<file path="src/rtl/axi4_globals_pkg.sv">
// Shared AXI4 definitions used by the write arbiter and its route FIFO.
package axi4_globals_pkg;

   typedef enum logic [1:0] {
      IDLE     = 2'd0,
      AW_PHASE = 2'd1,
      W_PHASE  = 2'd2
   } arb_state_e;

   localparam int OUTSTANDING_DEPTH_DEFAULT = 16;
   localparam int AXI_ID_WIDTH   = 4;
   localparam int AXI_LEN_WIDTH  = 8;
   localparam int AXI_QOS_WIDTH  = 4;
   localparam int AXI_RESP_WIDTH = 2;

endpackage

</file>
<file path="src/rtl/axi4_route_fifo.sv">
// Circular FIFO remembering which requester owns each outstanding write burst.
// A push into a full FIFO or a pop from an empty one is ignored.
module axi4_route_fifo
   import axi4_globals_pkg::*;
#(
   parameter int DEPTH = OUTSTANDING_DEPTH_DEFAULT,
   parameter int WIDTH = 1
) (
   input  logic                           clk,
   input  logic                           rst,
   input  logic                           push,
   input  logic [WIDTH-1:0]               push_data,
   input  logic                           pop,
   output logic [WIDTH-1:0]               head,
   output logic                           full,
   output logic                           empty,
   output logic [$clog2(DEPTH+1)-1:0]     count
);

   localparam int PTR_W = (DEPTH > 1) ? $clog2(DEPTH) : 1;
   localparam int CNT_W = $clog2(DEPTH + 1);

   logic [WIDTH-1:0] mem [DEPTH];
   logic [PTR_W-1:0] wr_ptr;
   logic [PTR_W-1:0] rd_ptr;
   logic             do_push;
   logic             do_pop;

   function automatic logic [PTR_W-1:0] next_ptr(input logic [PTR_W-1:0] p);
      return (int'(p) == DEPTH - 1) ? '0 : p + PTR_W'(1);
   endfunction

   assign full    = (count == CNT_W'(DEPTH));
   assign empty   = (count == '0);
   assign do_push = push && !full;
   assign do_pop  = pop && !empty;
   assign head    = mem[rd_ptr];

   always_ff @(posedge clk or posedge rst) begin
      if (rst) begin
         wr_ptr <= '0;
         rd_ptr <= '0;
         count  <= '0;
      end else begin
         if (do_push) wr_ptr <= next_ptr(wr_ptr);
         if (do_pop)  rd_ptr <= next_ptr(rd_ptr);
         case ({do_push, do_pop})
            2'b10:   count <= count + CNT_W'(1);
            2'b01:   count <= count - CNT_W'(1);
            default: count <= count;
         endcase
      end
   end

   // Payload storage needs no reset: the pointers define what is valid.
   always_ff @(posedge clk) begin
      if (do_push) mem[wr_ptr] <= push_data;
   end

endmodule

</file>
<file path="src/rtl/axi4_write_arbiter.sv">
// N-to-1 AXI4 write arbiter: one burst at a time on AW/W, B routed back by a FIFO.
// Define AXI4_WR_ARB_QOS_EN to arbitrate on highest awqos (round-robin among ties).
module axi4_write_arbiter
   import axi4_globals_pkg::*;
#(
   parameter int NUM_REQ           = 2,
   parameter int ADDRESS_WIDTH     = 32,
   parameter int DATA_WIDTH        = 64,
   parameter int OUTSTANDING_DEPTH = OUTSTANDING_DEPTH_DEFAULT
) (
   input  logic                                    aclk,
   input  logic                                    areset,
   input  logic [NUM_REQ-1:0]                      s_awvalid,
   output logic [NUM_REQ-1:0]                      s_awready,
   input  logic [NUM_REQ*ADDRESS_WIDTH-1:0]        s_awaddr,
   input  logic [NUM_REQ*4-1:0]                    s_awid,
   input  logic [NUM_REQ*8-1:0]                    s_awlen,
   input  logic [NUM_REQ*4-1:0]                    s_awqos,
   input  logic [NUM_REQ-1:0]                      s_wvalid,
   input  logic [NUM_REQ-1:0]                      s_wlast,
   output logic [NUM_REQ-1:0]                      s_wready,
   input  logic [NUM_REQ*DATA_WIDTH-1:0]           s_wdata,
   input  logic [NUM_REQ*(DATA_WIDTH/8)-1:0]       s_wstrb,
   output logic [NUM_REQ-1:0]                      s_bvalid,
   input  logic [NUM_REQ-1:0]                      s_bready,
   output logic [1:0]                              s_bresp,
   output logic [3:0]                              s_bid,
   output logic                                    m_awvalid,
   input  logic                                    m_awready,
   output logic [ADDRESS_WIDTH-1:0]                m_awaddr,
   output logic [3:0]                              m_awid,
   output logic [7:0]                              m_awlen,
   output logic [3:0]                              m_awqos,
   output logic                                    m_wvalid,
   output logic                                    m_wlast,
   output logic [DATA_WIDTH-1:0]                   m_wdata,
   output logic [DATA_WIDTH/8-1:0]                 m_wstrb,
   input  logic                                    m_wready,
   input  logic                                    m_bvalid,
   output logic                                    m_bready,
   input  logic [1:0]                              m_bresp,
   input  logic [3:0]                              m_bid,
   output logic [$clog2(OUTSTANDING_DEPTH+1)-1:0]  outstanding_cnt,
   output logic                                    orphan_b,
   output logic [1:0]                              arb_state
);

   localparam int IDX_W  = $clog2(NUM_REQ);
   localparam int STRB_W = DATA_WIDTH / 8;

   arb_state_e       state_q;
   arb_state_e       state_d;
   logic [IDX_W-1:0] winner_q;
   logic [IDX_W-1:0] last_q;
   logic [IDX_W-1:0] pick;
   logic             pick_valid;
   logic [NUM_REQ-1:0] eligible;
   logic             grant;
   logic             fifo_full;
   logic             fifo_empty;
   logic             push;
   logic             pop;
   logic [IDX_W-1:0] head;

`ifdef AXI4_WR_ARB_QOS_EN
   logic [3:0] max_qos;

   always_comb begin
      max_qos = '0;
      for (int i = 0; i < NUM_REQ; i++) begin
         if (s_awvalid[i] && (s_awqos[i*4 +: 4] > max_qos)) max_qos = s_awqos[i*4 +: 4];
      end
      eligible = '0;
      for (int i = 0; i < NUM_REQ; i++) begin
         eligible[i] = s_awvalid[i] && (s_awqos[i*4 +: 4] == max_qos);
      end
   end
`else
   assign eligible = s_awvalid;
`endif

   // Round-robin scan begins one past the previous winner.
   always_comb begin
      pick       = last_q;
      pick_valid = 1'b0;
      for (int i = 1; i <= NUM_REQ; i++) begin
         if (!pick_valid && eligible[(int'(last_q) + i) % NUM_REQ]) begin
            pick       = IDX_W'((int'(last_q) + i) % NUM_REQ);
            pick_valid = 1'b1;
         end
      end
   end

   assign grant     = (state_q == IDLE) && pick_valid && !fifo_full;
   assign push      = m_awvalid && m_awready;
   assign pop       = m_bvalid && m_bready && !fifo_empty;
   assign arb_state = state_q;

   always_ff @(posedge aclk or posedge areset) begin
      if (areset) begin
         state_q  <= IDLE;
         winner_q <= '0;
         last_q   <= IDX_W'(NUM_REQ - 1);
      end else begin
         state_q <= state_d;
         if (grant) begin
            winner_q <= pick;
            last_q   <= pick;
         end
      end
   end

   always_comb begin
      state_d   = state_q;
      m_awvalid = 1'b0;
      s_awready = '0;
      m_wvalid  = 1'b0;
      s_wready  = '0;
      m_awaddr  = s_awaddr[int'(winner_q)*ADDRESS_WIDTH +: ADDRESS_WIDTH];
      m_awid    = s_awid[int'(winner_q)*4 +: 4];
      m_awlen   = s_awlen[int'(winner_q)*8 +: 8];
      m_awqos   = s_awqos[int'(winner_q)*4 +: 4];
      m_wdata   = s_wdata[int'(winner_q)*DATA_WIDTH +: DATA_WIDTH];
      m_wstrb   = s_wstrb[int'(winner_q)*STRB_W +: STRB_W];
      m_wlast   = s_wlast[winner_q];
      case (state_q)
         IDLE: begin
            if (grant) state_d = AW_PHASE;
         end
         // The granted AW is held regardless of the requester's awvalid.
         AW_PHASE: begin
            m_awvalid           = 1'b1;
            s_awready[winner_q] = m_awready;
            if (m_awready) state_d = W_PHASE;
         end
         W_PHASE: begin
            m_wvalid           = s_wvalid[winner_q];
            s_wready[winner_q] = m_wready;
            if (m_wvalid && m_wready && m_wlast) state_d = IDLE;
         end
         default: state_d = IDLE;
      endcase
   end

   // With nothing outstanding a response is accepted and dropped.
   always_comb begin
      s_bvalid = '0;
      m_bready = 1'b0;
      orphan_b = 1'b0;
      s_bresp  = m_bresp;
      s_bid    = m_bid;
      if (!areset) begin
         if (fifo_empty) begin
            m_bready = m_bvalid;
            orphan_b = m_bvalid;
         end else begin
            s_bvalid[head] = m_bvalid;
            m_bready       = s_bready[head];
         end
      end
   end

   axi4_route_fifo #(
      .DEPTH (OUTSTANDING_DEPTH),
      .WIDTH (IDX_W)
   ) u_route_fifo (
      .clk       (aclk),
      .rst       (areset),
      .push      (push),
      .push_data (winner_q),
      .pop       (pop),
      .head      (head),
      .full      (fifo_full),
      .empty     (fifo_empty),
      .count     (outstanding_cnt)
   );

endmodule

</file>
<file path="config.mk">
export PLATFORM = sky130hd
export DESIGN_NAME = axi4_write_arbiter
export DESIGN_NICKNAME = d
export VERILOG_FILES = /design/src/rtl/axi4_globals_pkg.sv /design/src/rtl/axi4_route_fifo.sv /design/src/rtl/axi4_write_arbiter.sv
export SDC_FILE = /design/constraint.sdc
export NUM_CORES = 1
export LEC_CHECK = 0
export ABC_AREA = 1
export CORE_AREA = 2 2 157 159
export DETAILED_ROUTE_END_ITERATION = 10
export DIE_AREA = 0 0 159 161
export GPL_TIMING_DRIVEN = 0
export PLACE_DENSITY = 0.5
export SLEW_MARGIN = 20
export SYNTH_ARGS = -nofsm -noshare
export SYNTH_HDL_FRONTEND = slang
export SYNTH_SLANG_ARGS = --single-unit
export TNS_END_PERCENT = 100
</file>
<file path="constraint.sdc">
create_clock -name aclk -period 5.7 [get_ports aclk]
set_clock_uncertainty 0.1 [all_clocks]
set_input_delay 0.855 -clock aclk [delete_from_list [all_inputs] [get_ports aclk]]
set_output_delay 0.855 -clock aclk [all_outputs]
set_load 0.02 [all_outputs]
</file>
* After elaboration in Yosys (flattened, before gate mapping)
Memories as Yosys holds them, arrays and structs flattened. Cells that the tools add are included.
Word-level totals: ROM bits 0, output and inout bits 144, input bits 259, latch bits 0, memories 1, logic and storage cells 98, register bits after elaboration 17, RAM bits 16
Memories:
- u_route_fifo.mem | depth 16, bits a word 1, rd ports 1, clocked after memory_dff 0, wr ports 1, RTL line axi4_route_fifo.sv:23 | logic [WIDTH-1:0] mem [DEPTH];
Cells by class: $mul 0, reduce and logical (&&, ||, !) cells 19, shift-type cells 6, mux-type cells 39, div/mod/pow operators 0, equal/unequal tests 10, order comparisons 6, bitwise logic cells 5, $add $sub $neg 6
Operator list (count):
- indexed part select 128 x 8 -> 64 bit | 1
- indexed part select 64 x 7 -> 32 bit | 1
- indexed part select 16 x 5 -> 8 bit | 2
- 2-to-1 mux 1 bit | 26
- indexed part select 8 x 4 -> 4 bit | 2
- 2-to-1 mux 2 bit | 7
- logical AND 1 bit | 12
- one-hot mux 5 bit (2 select lines) | 1
- adder 4 x 1 -> 4 bit, second input constant | 2
- equality test 4 x 1 -> 1 bit, second input constant | 2
- 2-to-1 mux 4 bit | 2
- bitwise AND 2 bit | 3
- less-than comparator 2 x 3 -> 1 bit, second input constant | 2
- != test 2 bit, second input constant | 3
- one-hot mux 2 bit (3 select lines) | 1
- adder 5 x 1 -> 5 bit, second input constant | 1
- equality test 5 bit, second input constant | 1
- logical NOT 5 bit | 1
- subtractor 5 x 1 -> 5 bit, second input constant | 1
- equality test 2 x 1 -> 1 bit, second input constant | 2
- equality test 2 bit, second input constant | 2
- less-than comparator 1 x 2 -> 1 bit, second input constant | 2
- logical NOT 1 bit | 3
- AND reduction 3 bit | 1
- 6 further kinds | 10

* Logic depth before layout (Yosys ltp)
Gate-level depths: netlist (run 1).
word-level depth 13, gate-level depth with buffers 20, depth with buffers taken out 20

* By module
A second synthesis (run 1) with hierarchy kept.
Unflattened totals: cell total of the unflattened synthesis 641, area total of the unflattened synthesis 3583.4 um^2
Modules (own cells, without submodules):
- axi4_write_arbiter | times used 1, sequential area each 101.3 um^2, cells an instance 444, area each 1913.1 um^2
- axi4_route_fifo | times used 1, sequential area each 805.8 um^2, cells an instance 197, area each 1670.4 um^2

* Least setup slack after synthesis (run 1)
OpenSTA, ideal clock, no wires.
path type input -> register, start point in areset, end point reg u_route_fifo.count[4], path buffers 0, data arrival time 2.904 ns, path slack 2.615 ns, setup time 0.080 ns, stages 14, required time 5.520 ns, cells stage by stage inv_1 > nand2_1 > nor2_4 > nand3_4 > inv_1 > ha_1 > inv_1 > fa_1 > inv_1 > nand3_1 > nand2_1 > a21oi_1 > o21ai_1 > xnor2_1
On the way: word-level cells in the longest chain between the ends 6, elaborated cells between the ends (all ways) 8, classes of those cells eq/ne (2); mux (2); reduce/logical (4)
RTL lines:
- start: declaration | RTL line axi4_write_arbiter.sv:12 | input logic areset,
- 2-to-1 mux 1 bit (*) | RTL line axi4_write_arbiter.sv:152 | if (!areset) begin
- logical AND 1 bit (*) (2 in a row) | RTL line axi4_write_arbiter.sv:96 | assign pop = m_bvalid && m_bready && !fifo_empty;
- logical AND 1 bit (*) | RTL line axi4_route_fifo.sv:36 | assign do_pop = pop && !empty;
- named net u_route_fifo.do_pop | RTL line axi4_route_fifo.sv:27 | logic do_pop;
- equality test 2 x 1 -> 1 bit or equality test 2 bit (tied branches) | RTL line axi4_route_fifo.sv:47 | case ({do_push, do_pop})
- one-hot mux 5 bit (2 select lines) or nonzero test 2 bit (tied branches)
- end signal: assignment | RTL line axi4_route_fifo.sv:48 | 2'b10: count <= count + CNT_W'(1);
- end signal: assignment | RTL line axi4_route_fifo.sv:49 | 2'b01: count <= count - CNT_W'(1);
- end signal: assignment | RTL line axi4_route_fifo.sv:50 | default: count <= count;
- end: declaration | RTL line axi4_route_fifo.sv:17 | output logic [$clog2(DEPTH+1)-1:0] count
The timed path passes the listed nets; every way through them passes the cells marked *. A chain may end at the register's enable or synchronous reset.

* Worst setup path after layout (run 1)
start point in areset, end point out s_bvalid[1]
On the way: word-level cells in the longest chain between the ends 1
RTL lines:
- 2-to-1 mux 2 bit | RTL line axi4_write_arbiter.sv:152
- end: declaration | RTL line axi4_write_arbiter.sv:24 | output logic [NUM_REQ-1:0] s_bvalid,
No other way between the ends.

==> flow_summary_export.csv, run 1 <==
group,metric,value,unit
status,status,"finished clean",
synth,yosysSeqAreaShare,26.0,%
synth,synth_top_area_cell,"nand2_1",
synth,syn_area,3490,um^2
detailed_routing,drt_iter0_drc,236,
cts,post_cts_buffers,0,
grt,grt_util_met3,4.06,%
hold_path,hp-start,"last_q",
worst_setup_path,reg2regPathDepth,18,
finish,fillers,2669,
cts,cts_hold_repair.buffers,0,
run,drv_cap,0,
placement,gp_congestion,0.772,
sta,worst_pin_slew,0.743,ns
grt,grt_pass1_wl,30100,um
cts,cts_tree,"done",
grt,grt_pass1_vias,5082,
cts,cts_max_level,2,
sta,setup_tns,0,ns
grt,met2_usage,27.0,%
hold_path,hold_path_class,"flip-flop to flip-flop",
cts,cts_resized,0,
power_and_ir_drop,ir_drop,148,uV
power_and_ir_drop,switching_share,50.9,%
sta,report.final.slew_viol_count,0,
detailed_routing,vias_per_cell,3.72,
power_and_ir_drop,clkPwrFrac,8.8,%
synth,ys.warnings.count,0,
sta,hold_viol,0,
sta,rsz0062_at_grt,"false",
worst_setup_path,r2r-start,"u_route_fifo.rd_ptr[0]",
finish,final_common_cell,"nand2_1",
cts,clk_latency,0.28,ns
finish,most-common-layout-cells,"425 x nand2_1, 396 x clkdlybuf4s50_1, 42 x inv_1, 23 x nor2_1, 18 x clkbuf_1",
power_and_ir_drop,pwr_density_cell,427,nW/um^2
detailed_routing,first_pass_iters,4,
synth,yosysUniqueCellTypes,37,
sta,setup_viol,0,
floorplan,die_h,161,um
detailed_routing,wirelength,20300,um
synth,postSynthAreaPerCell,5.50,um^2
power_and_ir_drop,power_frac_comb,79.3,%
detailed_routing,vias,5066,
cts,clkSinkCount,33,
sta,layout_setup_ws,1.62,ns
cts,clockBufferDepth,2,
synth,synth.area.top_cells,"nand2_1 46%, edfxtp_1 14%, dfrtp_1 11%",
detailed_routing,wl_per_cell,14.9,um
floorplan,initial_core_util,14.6,%
synth,ys_ff_latch,33,
synth,synth_fp_nets,903,
synth,synth_cells,634,
worst_setup_path,crit_arrival,3.13,ns
grt,antenna_found_initial,2,
detailed_routing,drc_errors,0,
placement,io_buffers,396,
power_and_ir_drop,total_leakage_power,3.75,nW
cts,clkSlewWorstSetupHoldPaths,0.05,ns
worst_setup_path,crit_type,"primary input to output pin",
worst_setup_path,end_kind,"output pin",
worst_setup_path,crit_fanout,18,
grt,top_usage_layer,"met2",
floorplan,die_area,25600,um^2
floorplan,io_pins,403,
power_and_ir_drop,p_switching,1.75,mW
sta,fin_crit_sh,71.6,%
cts,cts-root-buf,"clkbuf_16",
grt,gr-usage-met1,18.3,%
power_and_ir_drop,p_seq_share,11.9,%
cts,cts_buffers,5,
sta,layout_min_cycle_time,4.08,ns
floorplan,coreArea,24000,um^2
finish,fin_nets,1306,
finish,syn2layout_area_growth,130,%
grt,grt_max_degree,19,
power_and_ir_drop,p_int,1.68,mW
detailed_routing,detail-route-antenna-nets,0,
sta,slew-limit-headroom,50.4,%
worst_setup_path,timing.rr.end,"u_route_fifo.count[4]",
grt,gr-total-overflow,0,
floorplan,die_w,159,um
synth,netlist.area_leader.share,45.7,%
finish,utilization,33.5,%
worst_setup_path,cp.required,4.74,ns
hold_path,holdPathStages,2,
worst_setup_path,start_kind,"primary input",
worst_setup_path,critPathLaunch,"areset",
hold_path,whs_endpoint,"last_q",
grt,grt_usage,15.1,%
power_and_ir_drop,power,3.43,mW
floorplan,rows,57,
placement,place_hpwl,17400,um
worst_setup_path,reg2reg_slack,2.95,ns
sta,max_freq,245,MHz
finish,drive_gt1_share,3.37,%
placement,place_ws,1.55,ns
-- metal layers --
layer | vias to the layer above | part of all wire [%] | wire [um]
li1 | 2711 | - | -
met3 | 20 | 6.8 | 1390
met4 | 2 | 1.7 | 335
met2 | 187 | 50 | 10200
met1 | 2146 | 41 | 8350
met5 | - | 0.064 | 13
-- critical path, stage by stage --
cell	delay [ns]
clkdlybuf4s50_1	0.43
inv_1	0.56
nand2_1	0.24
nor2_4	0.23
inv_1	0.08
a21oi_1	0.12
clkdlybuf4s50_1	0.61
-- worst max path at each step --
stage	to
2_1_floorplan	u_route_fifo.count[4]
3_3_place_gp	s_bvalid[1]
3_5_place_dp	s_bvalid[1]
4_1_cts	s_bvalid[1]
5_1_grt	s_bvalid[1]
6_report	s_bvalid[1]
-- registers in the layout, summed over array words and instances, names as in the netlist --
name                 cells
u_route_fifo.count       5
u_route_fifo.mem        16
u_route_fifo.wr_ptr      4
arb_state                2
u_route_fifo.rd_ptr      4
last_q                   1
winner_q                 1
-- metrics by stage --
stage          cells  area (um^2)  hold WS (ns)
2_1_floorplan    634         3490         0.343
3_3_place_gp    1354         7860         0.353
5_1_grt         1363         8020         0.402
3_5_place_dp    1354         7860         0.355
4_1_cts         1362         8020         0.363
6_report        1363         8020         0.361
-- synthesized netlist by cell type (all sizes together) --
| cell | number |
|---|---|
| mux2i | 1 |
| nor2 | 26 |
| a21boi | 1 |
| xnor2 | 2 |
| fa | 1 |
| dfstp | 1 |
| inv | 45 |
| o21bai | 2 |
| o31ai | 2 |
| ha | 9 |
| o211ai | 1 |
| buf | 19 |
| clkinv | 3 |
| a21oi | 7 |
| nand4 | 6 |
| nand3b | 1 |
| xor2 | 2 |
| dfrtp | 16 |
| o21ai | 8 |
| nand3 | 15 |
| clkbuf | 17 |
| nand2 | 429 |
| edfxtp | 16 |
| nor3 | 4 |
-- final cells by class --
type | instances | area [um^2] | share of cell area [%]
antenna | 1 | 2.50 | 0.0312
clock buffer | 6 | 129 | 1.61
tap | 324 | 405 | 5.05
timing repair buffer | 396 | 3960 | 49.4
multi-input combinational | 517 | 2220 | 27.7
sequential | 33 | 907 | 11.3
buffer | 36 | 171 | 2.14
inverter | 48 | 185 | 2.31
clock inverter | 2 | 33.8 | 0.421
-- cell families after synthesis --
group	synth area share, %
mux	0.287
flops	26.0
compound gates	3.55
simple gates	55.1
fa+ha+maj	3.80
xor+xnor	1.00
buf+inv	10.2
-- power groups by stage --
stage,logic (mW),registers [mW],clock network (mW)
6_report,2.72,0.407,0.302
4_1_cts,2.77,0.409,0.308
5_1_grt,2.98,0.421,0.319
2_1_floorplan,1.40,0.421,0
3_3_place_gp,2.76,0.412,0
3_5_place_dp,2.75,0.413,0
Power figures use the tool's default switching activity.
==> run 2: changes to the inputs <==
- CORE_AREA: 2 2 157 159 -> 2 2 158 160
- DIE_AREA: 0 0 159 161 -> 0 0 160 162
- PLACE_DENSITY: 0.5 -> 0.51
- clock period: 5.7 -> 3.6 ns (I/O delays scaled with it)
==> run 2 against run 1 <==
Wire length fell by 1.1%. Clock-buffer cell count fell by 1. Hold slack got worse by 0.0015 ns. Total power rose by 56%. Combinational power rose by 58%. First-iteration DRC count rose by 4.7%. Final area fell by 0.12%. Final cell count barely moved. Critical endpoint is now m_wdata[10]. Largest cell class unchanged. Largest power group unchanged.
==> flow_summary_export.csv, run 2 (synthesis gave the netlist of run 1 again) <==
group,metric,value,unit
detailed_routing,drt_iter0_drc,247,
floorplan,die_area,25900,um^2
worst_setup_path,critPathLaunch,"winner_q",
finish,fin_nets,1306,
cts,cts-root-buf,"clkbuf_16",
grt,met2_usage,27.7,%
worst_setup_path,start_kind,"flip-flop",
hold_path,whs_endpoint,"last_q",
worst_setup_path,timing.rr.end,"u_route_fifo.count[4]",
worst_setup_path,crit_type,"flip-flop to output pin",
finish,final_common_cell,"nand2_1",
floorplan,initial_core_util,14.5,%
worst_setup_path,crit_arrival,2.67,ns
cts,clkSinkCount,33,
sta,fin_crit_sh,92.1,%
power_and_ir_drop,power,5.35,mW
worst_setup_path,end_kind,"output pin",
power_and_ir_drop,pwr_density_cell,668,nW/um^2
worst_setup_path,reg2regPathDepth,19,
cts,post_cts_buffers,0,
grt,top_usage_layer,"met2",
finish,regArea,908,um^2
sta,max_freq,302,MHz
floorplan,coreArea,24100,um^2
cts,cts_buffers,5,
detailed_routing,first_pass_iters,4,
grt,grt_usage,14.8,%
run,drv_cap,0,
power_and_ir_drop,total_leakage_power,3.75,nW
placement,io_buffers,396,
worst_setup_path,reg2reg_slack,0.82,ns
finish,largest-register,"u_route_fifo.mem",
sta,slew-limit-headroom,62.3,%
placement,gp_congestion,0.771,
hold_path,hold_path_class,"flip-flop to flip-flop",
sta,layout_setup_ws,0.286,ns
finish,drive_gt1_share,4.14,%
cts,cts_hold_repair.buffers,0,
detailed_routing,drc_errors,0,
worst_setup_path,r2r-start,"u_route_fifo.rd_ptr[0]",
grt,antenna_found_initial,3,
finish,utilization,33.2,%
cts,cts_tree,"done",
worst_setup_path,cp.required,2.96,ns
placement,dpl_cell_area,7860,um^2
power_and_ir_drop,ir_drop,230,uV
sta,setup_tns,0,ns
sta,setup_viol,0,
finish,fillers,2680,
grt,grt_util_met3,4.32,%
placement,place_ws,-0.126,ns
sta,report.final.slew_viol_count,0,
detailed_routing,vias,5048,
floorplan,die_w,160,um
sta,hold_viol,0,
finish,multi_input_area,2220,um^2
floorplan,rows,57,
grt,gr-usage-met1,17.1,%
cts,clockBufferDepth,2,
grt,gr-total-overflow,0,
finish,syn2layout_area_growth,130,%
grt,grt_max_degree,19,
detailed_routing,wl_per_cell,14.7,um
sta,worst_pin_slew,0.566,ns
cts,clkSlewWorstSetupHoldPaths,0.05,ns
finish,most-common-layout-cells,"425 x nand2_1, 396 x clkdlybuf4s50_1, 41 x inv_1, 23 x nor2_1, 16 x edfxtp_1",
sta,layout_min_cycle_time,3.31,ns
cts,clk_latency,0.27,ns
grt,grt_pass1_wl,29900,um
detailed_routing,detail-route-antenna-nets,0,
cts,cts_max_level,2,
hold_path,holdPathStages,2,
floorplan,io_pins,403,
detailed_routing,vias_per_cell,3.70,
sta,rsz0062_at_grt,"false",
finish,largest_reg_flops,16,
detailed_routing,wirelength,20100,um
grt,grt_pass1_vias,5214,
floorplan,die_h,162,um
placement,place_hpwl,17300,um
cts,cts_resized,0,
worst_setup_path,crit_fanout,17,
finish,largestRegisters,"u_route_fifo.mem: 16 flops, u_route_fifo.count: 5 flops",
hold_path,hp-start,"last_q",
finish,design_area,8010,um^2
status,status,"finished clean",
## run 2: cell count changes in the layout (fill, tap and decap cells not counted), sizes merged
cell	change
clkinv	+2
inv	-1
clkbuf	+1
buf	-2
bufinv	-1
clkinvlp	+1
diode	+1
## run 2: metal layers
metal	wire, um	up-vias
li1	-	2715
met1	8100	2160
met2	10400	155
met3	1330	16
met4	225	2
met5	10	-
## run 2: final cells by class
class,count,share of cell area (%)
Tap cell,324,5.06
Inverter,48,2.36
Timing Repair Buffer,396,49.5
Clock buffer,5,1.56
Sequential cell,33,11.3
Clock inverter,3,0.156
Antenna cell,2,0.0625
Multi-Input combinational cell,517,27.8
Buffer,36,2.23
## run 2: through the flow
| stage | std cells | hold slack, ns |
|---|---|---|
| 2_1_floorplan | 634 | 0.343 |
| 3_3_place_gp | 1354 | 0.354 |
| 3_5_place_dp | 1354 | 0.355 |
| 4_1_cts | 1362 | 0.363 |
| 5_1_grt | 1364 | 0.401 |
| 6_report | 1364 | 0.359 |
## run 2: power breakdown
part | switching, mW | total (mW) | internal (mW)
logic | 2.49 | 4.31 | 1.82
registers | 0.116 | 0.645 | 0.529
clock network | 0.147 | 0.396 | 0.250
total | 2.75 | 5.35 | 2.60
## run 2: critical path: stages, from the launching register on
cell,delay [ns]
dfrtp_2,0.51
buf_2,0.28
buf_2,0.31
buf_1,0.43
nand2_1,0.10
nand2_1,0.10
clkdlybuf4s50_1,0.65
## run 2: worst max path at each step
| stage | depth (start not counted) | to |
|---|---|---|
| 6_report | 6 | m_wdata[10] |
| 5_1_grt | 6 | m_wdata[9] |
| 4_1_cts | 7 | m_wstrb[6] |
| 3_5_place_dp | 15 | u_route_fifo.count[4] |
| 3_3_place_gp | 15 | u_route_fifo.count[4] |
| 2_1_floorplan | 14 | u_route_fifo.count[4] |
==> run 3: changes to the inputs <==
- SKIP_LAST_GASP: unset -> 1
==> results of run 3 <==
Final layout, timing and power as in run 2 (identical DEF).
